**src/rtl/fifo_wr_arbiter.sv**
```systemverilog
// Round-robin write-port arbiter for the async FIFO write side (wclk domain).
// Grants are combinational with zero latency, and every write is gated by wfull.
module fifo_wr_arbiter #(
    parameter int NREQ      = 4,
    parameter int DSIZE     = 8,
    parameter int MAX_BURST = 4,
    parameter int CNT_W     = 16
) (
    input  logic                      wclk,
    input  logic                      wrst_n,
    input  logic                      arb_en,
    input  logic [NREQ-1:0]           req,
    input  logic [NREQ*DSIZE-1:0]     req_data,
    input  logic                      wfull,
    output logic [NREQ-1:0]           gnt,
    output logic                      winc,
    output logic [DSIZE-1:0]          wdata,
    output logic                      busy,
    output logic [$clog2(NREQ)-1:0]   owner,
    output logic [CNT_W-1:0]          stall_cnt
);

    localparam int PW = $clog2(NREQ);
    localparam int BW = $clog2(MAX_BURST + 1);

    typedef enum logic [0:0] {
        IDLE  = 1'b0,
        BURST = 1'b1
    } state_e;

    state_e            state_q,     state_d;
    logic [PW-1:0]     rr_ptr_q,    rr_ptr_d;
    logic [PW-1:0]     owner_q,     owner_d;
    logic [BW-1:0]     burst_cnt_q, burst_cnt_d;
    logic [CNT_W-1:0]  stall_cnt_q, stall_cnt_d;

    logic [PW-1:0]     cand_s;
    logic              cand_vld_s;
    logic [PW-1:0]     sel_s;
    logic              wr_s;
    logic              stall_s;

    function automatic logic [PW-1:0] idx_add(input logic [PW-1:0] base, input int off);
        return PW'((int'(base) + off) % NREQ);
    endfunction

    // Candidate search: first requester at or after rr_ptr, wrapping.
    always_comb begin
        cand_s     = rr_ptr_q;
        cand_vld_s = 1'b0;
        for (int i = 0; i < NREQ; i++) begin
            if (!cand_vld_s && req[idx_add(rr_ptr_q, i)]) begin
                cand_vld_s = 1'b1;
                cand_s     = idx_add(rr_ptr_q, i);
            end else begin
                cand_vld_s = cand_vld_s;
            end
        end
    end

    // Next-state, write decision and stall accounting.
    always_comb begin
        state_d     = state_q;
        rr_ptr_d    = rr_ptr_q;
        owner_d     = owner_q;
        burst_cnt_d = burst_cnt_q;
        stall_cnt_d = stall_cnt_q;
        sel_s       = owner_q;
        wr_s        = 1'b0;
        stall_s     = 1'b0;
        case (state_q)
            IDLE: begin
                sel_s = cand_s;
                if (arb_en && cand_vld_s && !wfull) begin
                    wr_s    = 1'b1;
                    owner_d = cand_s;
                    if (MAX_BURST == 1) begin
                        rr_ptr_d = idx_add(cand_s, 1);
                    end else begin
                        state_d     = BURST;
                        burst_cnt_d = BW'(1);
                    end
                end else begin
                    stall_s = arb_en && wfull && cand_vld_s;
                end
            end
            BURST: begin
                // A dropped request ends the burst even while stalled or disabled.
                if (!req[owner_q]) begin
                    state_d     = IDLE;
                    rr_ptr_d    = idx_add(owner_q, 1);
                    burst_cnt_d = BW'(0);
                end else if (arb_en && !wfull) begin
                    wr_s = 1'b1;
                    if (burst_cnt_q == BW'(MAX_BURST - 1)) begin
                        state_d     = IDLE;
                        rr_ptr_d    = idx_add(owner_q, 1);
                        burst_cnt_d = BW'(0);
                    end else begin
                        burst_cnt_d = burst_cnt_q + BW'(1);
                    end
                end else begin
                    stall_s = arb_en && wfull;
                end
            end
            default: begin
                state_d     = IDLE;
                burst_cnt_d = BW'(0);
            end
        endcase
        if (stall_s && (stall_cnt_q != {CNT_W{1'b1}})) begin
            stall_cnt_d = stall_cnt_q + CNT_W'(1);
        end else begin
            stall_cnt_d = stall_cnt_q;
        end
    end

    // Write-port drive; forced quiet while reset is asserted.
    always_comb begin
        gnt   = '0;
        winc  = 1'b0;
        wdata = '0;
        if (wrst_n && wr_s) begin
            gnt[sel_s] = 1'b1;
            winc       = 1'b1;
            wdata      = req_data[int'(sel_s) * DSIZE +: DSIZE];
        end else begin
            winc = 1'b0;
        end
    end

    // State registers.
    always_ff @(posedge wclk or negedge wrst_n) begin
        if (!wrst_n) begin
            state_q     <= IDLE;
            rr_ptr_q    <= '0;
            owner_q     <= '0;
            burst_cnt_q <= '0;
            stall_cnt_q <= '0;
        end else begin
            state_q     <= state_d;
            rr_ptr_q    <= rr_ptr_d;
            owner_q     <= owner_d;
            burst_cnt_q <= burst_cnt_d;
            stall_cnt_q <= stall_cnt_d;
        end
    end

    assign busy      = (state_q == BURST);
    assign owner     = owner_q;
    assign stall_cnt = stall_cnt_q;

endmodule

```
**config.mk**
```make
export PLATFORM = sky130hd
export DESIGN_NAME = fifo_wr_arbiter
export DESIGN_NICKNAME = d
export VERILOG_FILES = /design/src/rtl/fifo_wr_arbiter.sv
export SDC_FILE = /design/constraint.sdc
export NUM_CORES = 1
export LEC_CHECK = 0
export CORE_ASPECT_RATIO = 1.2
export CORE_MARGIN = 5
export CORE_UTILIZATION = 45
export DETAILED_ROUTE_END_ITERATION = 10
export HOLD_SLACK_MARGIN = 0.1
export PLACE_DENSITY = 0.86
export SLEW_MARGIN = 0
export SYNTH_ARGS = -nofsm -noshare
export SYNTH_HDL_FRONTEND = slang
export SYNTH_SLANG_ARGS = --single-unit
```
**constraint.sdc**
```tcl
create_clock -name wclk -period 4.3 [get_ports wclk]
set_input_delay 0.86 -clock wclk [delete_from_list [all_inputs] [get_ports wclk]]
set_output_delay 0.86 -clock wclk [all_outputs]
set_load 0.01 [all_outputs]
```
==> run metrics, run 1 <==
status=finished clean; Max FO, Critical Path=9; count leader, synth=dfrtp_1; gpl congestion=slightly above 0.8; syn avg cell area=a little under 10 um2; top cells by area, synth=dfrtp_1, mux2i_1, xnor2_1; Synth warnings=0; max_cap viols=0; GRT Residual Overflow=0; Critical Path, Cell by Cell=clkdlybuf4s50_1 -> and3b_1 -> a2111oi_1 -> buf_4 -> o31ai_4 -> buf_12 -> mux2i_1 -> o22ai_1 -> clkdlybuf4s50_1; Yosys top cell area share=0.381; via count=roughly 1.6k; Yosys reg bits=24; Initial Util=0.468; chip height=74.8 um; worst relative slew slack=0.574; CTS sink cnt=24; vias in the first global route=roughly 1.6k; layout cells sized above 1=0.0879; 1st-pass router iterations=4; Reg clk slew, reported paths=about 0.08 ns; top post-synthesis cells by count=dfrtp_1, mux2i_1, xnor2_1, nand2_1; cell taking the most area after synthesis=dfrtp_1; Num CTS Buffers=3; Clock Skew=approximately 0.0043 ns; f_max=0.235 GHz; # diodes=0; Final Cycle Share=0.989; Die Area=~4800 um2; initial antenna violation count=0; pwr/cell area=about 490 nW/um2; dpl hpwl=between 3000 and 4000 um; die width=64.0 um; IO Port Bufs=71; largest net degree at the start of global routing=25; CTS Hold Bufs=0; Final Hold Fails=0; WL/cell=~17 um; CTS tree=built; Most Crowded Layer GR=met2; CP Capture Type=primary output; CTS Buffer Depth=2; DR vias/cell=5.68; Top cell by count, worst path=clkdlybuf4s50_1; M1 GR Usage=0.225; post-route ant nets=0; Rows=23; fin crit period=roughly 4.3 ns; # setup viols final=0; Setup TNS=0 ns; met3 Use GR=0.0358; Worst VDD drop=approximately 0.0004 V; Synthesized Nets=a little over 200; reg2reg setup slack=roughly 2.2 ns; core area=~3400 um2; DRT iter0 DRCs=59; fin util=0.737; Tightest Pin Transition=between 0.6 and 0.7 ns; DR DRC count=0; Worst Path Required=between 3 and 4 ns; Cells after Synth=between 150 and 200; Critical-path top delay cell=clkdlybuf4s50_1; main flop type after synthesis=dfrtp_1; EDFF count, synth=0; final WL=roughly 4700 um; clock root buffer=clkbuf_8; Clk Latency, worst-skew pair=about 0.27 ns; CP max stage delay=slightly below 0.6 ns; H-tree Lvls=1; Pleak=roughly 1 nW; fin area=roughly 2500 um2; Post-DP Area=2370 um2; I/O pin count=just over 70; HP Class=reg -> reg; total power=1.20 mW; critical path arrival=between 3 and 4 ns; max-slew violations=0; number of distinct library cells after synthesis=43; Crit Path Class=in -> out; global-route met2 utilization=0.364; layout filler cell count=between 200 and 250; first-pass GRT wire length=between 7000 and 8000 um; async set or reset register ratio after synthesis=1.00; Cell Area, Synth=1580 um2; total track usage=0.191; Nets=roughly 280; Layout area overhead=57.4%; Critical Path Source Type=input port; sequential-to-total area share from yosys stat=0.381
[kinds of logic (layout without fill, tap and decap cells)]
| group | count (synthesis) | in the layout | share of synthesized area |
|---|---|---|---|
| and+or+nand+nor | 63 | 63 | 0.231 |
| xor gates and xnor gates | 16 | 16 | 0.0890 |
| muxes | 20 | 20 | 0.145 |
| AOI/OAI and AO/OA | 28 | 29 | 0.118 |
| adders and majority gates | 2 | 2 | 0.0159 |
| buffers and inverters | 8 | 85 | 0.0207 |
| DFF | 24 | 24 | 0.381 |
[metal layers]
| metal | vias up | routed length, um |
|---|---|---|
| met2 | 44 | 2550 |
| li1 | 751 | - |
| met1 | 763 | 1810 |
| met4 | 0 | 88 |
| met5 | - | 0 |
| met3 | 9 | 220 |
[critical path, delay by kind of cell]
kind,cells,cell delay (ns)
buf+inv,4,1.57
simple gates,1,0.21
mux,1,0.13
compound gates,3,0.60
[worst paths after layout]
kind / startpoint / to / depth (start not counted)
max: req[3] / wdata[7] / 9
min: stall_cnt[13]$_DFFE_PN0P_ / stall_cnt[13]$_DFFE_PN0P_ / 1
max reg2reg: owner[0]$_DFFE_PN0P_ / stall_cnt[12]$_DFFE_PN0P_ / 6
min reg2reg: stall_cnt[13]$_DFFE_PN0P_ / stall_cnt[13]$_DFFE_PN0P_ / 1
max in group asynchronous: wrst_n / stall_cnt[5]$_DFFE_PN0P_ / 2
min in group asynchronous: wrst_n / burst_cnt_q[1]$_DFFE_PN0P_ / 2
[stage by stage]
step / instances / worst slack [ns] / hold WS (ns)
global placement: 270 / -0.246 / 0.482
CTS: 275 / 0.0977 / 0.507
global route: 276 / -0.0630 / 0.533
detailed placement: 270 / -0.271 / 0.492
floorplan: 161 / 1.27 / 0.470
finish: 276 / 0.0489 / 0.500
[state kept, by name (all words and copies together) (netlist names)]
name         cells
stall_cnt       16
burst_cnt_q      3
owner            2
rr_ptr_q         2
busy             1
[power by group]
group / internal [mW] / switching (mW) / leakage [nW]
logic: 0.347 / 0.279 / 0.649
clock network: 0.124 / 0.0715 / 0.0357
registers: 0.282 / 0.101 / 0.309
total: 0.753 / 0.452 / 0.994
[layout by cell type, fill, tap and decap left out, types with 2 or more instances in the layout]
master / synthesis / layout
a21oi_1: 7 / 7
nor3_1: 2 / 2
nor3_4: 2 / 2
inv_1: 4 / 4
o21ai_0: 2 / 2
dfrtp_1: 24 / 24
nor2b_1: 4 / 4
nor2_1: 9 / 9
nand2b_1: 4 / 4
ha_1: 2 / 2
o31ai_4: 0 / 2
xnor2_1: 13 / 13
buf_4: 0 / 5
nand3_1: 9 / 9
and3_1: 5 / 5
clkdlybuf4s50_1: 0 / 71
xor2_1: 3 / 3
and2_1: 3 / 3
o22ai_1: 8 / 8
mux2i_1: 16 / 16
nand2_1: 10 / 10
clkbuf_8: 0 / 3
o21a_1: 2 / 2
nand4_1: 7 / 7
[what timing repair did]
action / in CTS / in global routing
setup endpoints to repair: 10 / 5
buffers inserted: 0 / 1
resized for setup: 1 / 1
cloned: 1 / 0
pin swaps: 1 / 1
[area by class of cell]
type | count | area, um2 | share of cell area
flip-flops and latches | 24 | 601 | 0.242
clock buffers | 3 | 41.3 | 0.0166
well taps | 37 | 46.3 | 0.0187
multi-input cells | 130 | 978 | 0.395
clock inverters | 1 | 30.0 | 0.0121
inverters | 4 | 15.0 | 0.00605
repair buffers | 77 | 768 | 0.310
Note: power is estimated with default switching activity, not from simulation.
==> run 2, diff against run 1 <==
--- a/config.mk
+++ b/config.mk
@@ -10,7 +10,7 @@
 export CORE_UTILIZATION = 45
 export DETAILED_ROUTE_END_ITERATION = 10
 export HOLD_SLACK_MARGIN = 0.1
-export PLACE_DENSITY = 0.86
+export PLACE_DENSITY_LB_ADDON = 0.1
 export SLEW_MARGIN = 0
 export SYNTH_ARGS = -nofsm -noshare
 export SYNTH_HDL_FRONTEND = slang
==> run 2 against run 1 <==
  * Critical path depth down 2
  * Routed wire length up 1.3%
  * Global-route usage up 0.97 points
  * Clock-buffer cell count up 1
  * Total power down 5.3%
  * Critical endpoint is now wdata[5]
  * Sequential share of layout area up 0.25 points
  * Maximum frequency up 1.6%
  * Final area down 1.0%
  * Clock power down 22%
  * Highest routed layer unchanged
  * Core utilization down 0.74 points
  * Largest cell class unchanged
==> run metrics, run 2 (synthesis results as in run 1) <==
max_cap viols=0; hold path cells=1; clock root buffer=clkbuf_8; sw frac=0.392; setup repair bufs after CTS=0; Critical Path Source Type=input port; Clk Latency, worst-skew pair=0.27 ns; Hold Path Origin=stall_cnt[13]$_DFFE_PN0P_; Num CTS Buffers=3; largest net degree at the start of global routing=25; CTS Buffer Depth=2; first-pass GRT wire length=7710 um; max-slew violations=0; fin util=0.729; total track usage=0.201; Worst VDD drop=~0.00041 V; Seq. cell area=about 600 um2; layout filler cell count=260; chip height=approximately 75 um; Rows=23; die width=between 60 and 70 um; gpl congestion=about 0.73; Seq pwr share=0.334; Max FO, Critical Path=10; Final Hold Fails=0; 1st-pass router iterations=4; via count=1551; Final Cycle Share=0.973; GRT Residual Overflow=0; Post-DP Area=approximately 2400 um2; Pleak=between 0.9 and 1 nW; CTS Hold Bufs=0; CTS tree=built; # diodes=0; Net Sw Power=about 0.45 mW; IO Port Bufs=71; fin crit period=roughly 4.2 ns; r2r startpoint=owner[0]$_DFFE_PN0P_; vias in the first global route=about 1.6k; CP Capture Type=primary output; DR DRC count=0; Initial Util=0.468; logic gate share of total power=0.532; worst relative slew slack=0.538; area of the multi-input gates=990 um2; post-route ant nets=0; r2r endpoint=stall_cnt[1]$_DFFE_PN0P_; status=finished clean; Setup TNS=0 ns; Internal Power=about 0.69 mW; # setup viols final=0; reg2reg setup slack=~2.2 ns; most common cell after layout, fill and taps aside=clkdlybuf4s50_1; critical path arrival=between 3 and 4 ns; WL/cell=between 15 and 20 um; Crit Path Class=in -> out; Min-Delay Endpoint=stall_cnt[13]$_DFFE_PN0P_; layout cells sized above 1=0.0966; initial antenna violation count=0; dpl hpwl=about 3700 um; Largest register FFs=16; Nets=roughly 280; Reg clk slew, reported paths=~0.09 ns; I/O pin count=slightly above 70; DR vias/cell=approximately 5.6; Layout area overhead=55.8%; f_max=0.239 GHz; R2R cell count=5; core area=3370 um2; unrepaired setup endpoints after global routing=no; Worst Path Required=around 3.4 ns; HP Class=reg -> reg; fin area=2450 um2; Tightest Pin Transition=0.693 ns; H-tree Lvls=1; DRT iter0 DRCs=75; commonest non-fill, non-tap cells in the layout=clkdlybuf4s50_1, dfrtp_1, mux2i_1; final WL=4730 um; pwr/cell area=around 460 nW/um2; Clock Skew=0.00984 ns; Die Area=roughly 4800 um2; clock network power share=0.134; CTS sink cnt=24
==> run 2: cell types whose count changed in the layout (fill, tap and decap cells not counted) <==
cell,change
nand2_1,-2
nand2_2,+2
a2111oi_0,+1
a2111oi_1,-1
buf_12,-1
bufinv_16,-1
clkbuf_8,+1
o41ai_1,-1
o41ai_2,+1
==> run 2: power by group through the flow <==
stage	registers, mW	logic, mW	clock network, mW
after detailed placement	0.380	0.586	0
after global routing	0.392	0.663	0.163
after global placement	0.372	0.565	0
after CTS	0.378	0.599	0.155
final	0.381	0.607	0.153
after floorplan	0.369	0.351	0
==> run 2: final cells by class <==
type / count / area share
multi-input combinational: 130 / 0.403
timing repair buffer: 76 / 0.305
sequential: 24 / 0.245
clock buffer: 4 / 0.0224
tap: 37 / 0.0189
inverter: 4 / 0.00612
==> run 2: what timing repair did <==
action,CTS,global route
resized for setup,0,4
pin swaps,1,0
gates cloned,1,0
setup endpoints to repair,10,11
==> run 2: how the worst max path moves through the flow <==
stage / slack [ns] / to / start / depth (start not counted)
floorplan: 1.27 / wdata[0] / req[0] / 5
global placement: -0.11 / wdata[0] / req[3] / 8
global route: 0.001 / wdata[1] / req[2] / 7
finish: 0.12 / wdata[5] / req[2] / 7
detailed placement: -0.17 / wdata[5] / req[3] / 8
CTS: 0.003 / wdata[6] / req[2] / 7
==> run 2: critical path, cell delays in order <==
cell and delay, ns:
clkdlybuf4s50_1 0.47, nor2b_1 0.18, o21a_1 0.25, o31ai_4 0.64
mux2i_1 0.16, o22ai_1 0.20, clkdlybuf4s50_1 0.57
==> run 2: per-stage QoR <==
stage	setup slack (ns)	cells	hold WS [ns]	power, mW
after floorplan	1.27	161	0.470	0.720
after global placement	-0.108	270	0.487	0.936
after detailed placement	-0.170	270	0.493	0.965
after CTS	0.00264	275	0.505	1.13
after global routing	0.00138	275	0.514	1.22
final	0.117	275	0.505	1.14
==> run 2: per-layer routing <==
metal,vias up,wire length [um],GRT usage
li1,746,-,-
met2,53,2520,0.374
met4,0,74,0.0554
met1,746,1860,0.236
met3,6,271,0.0373
met5,-,0,0
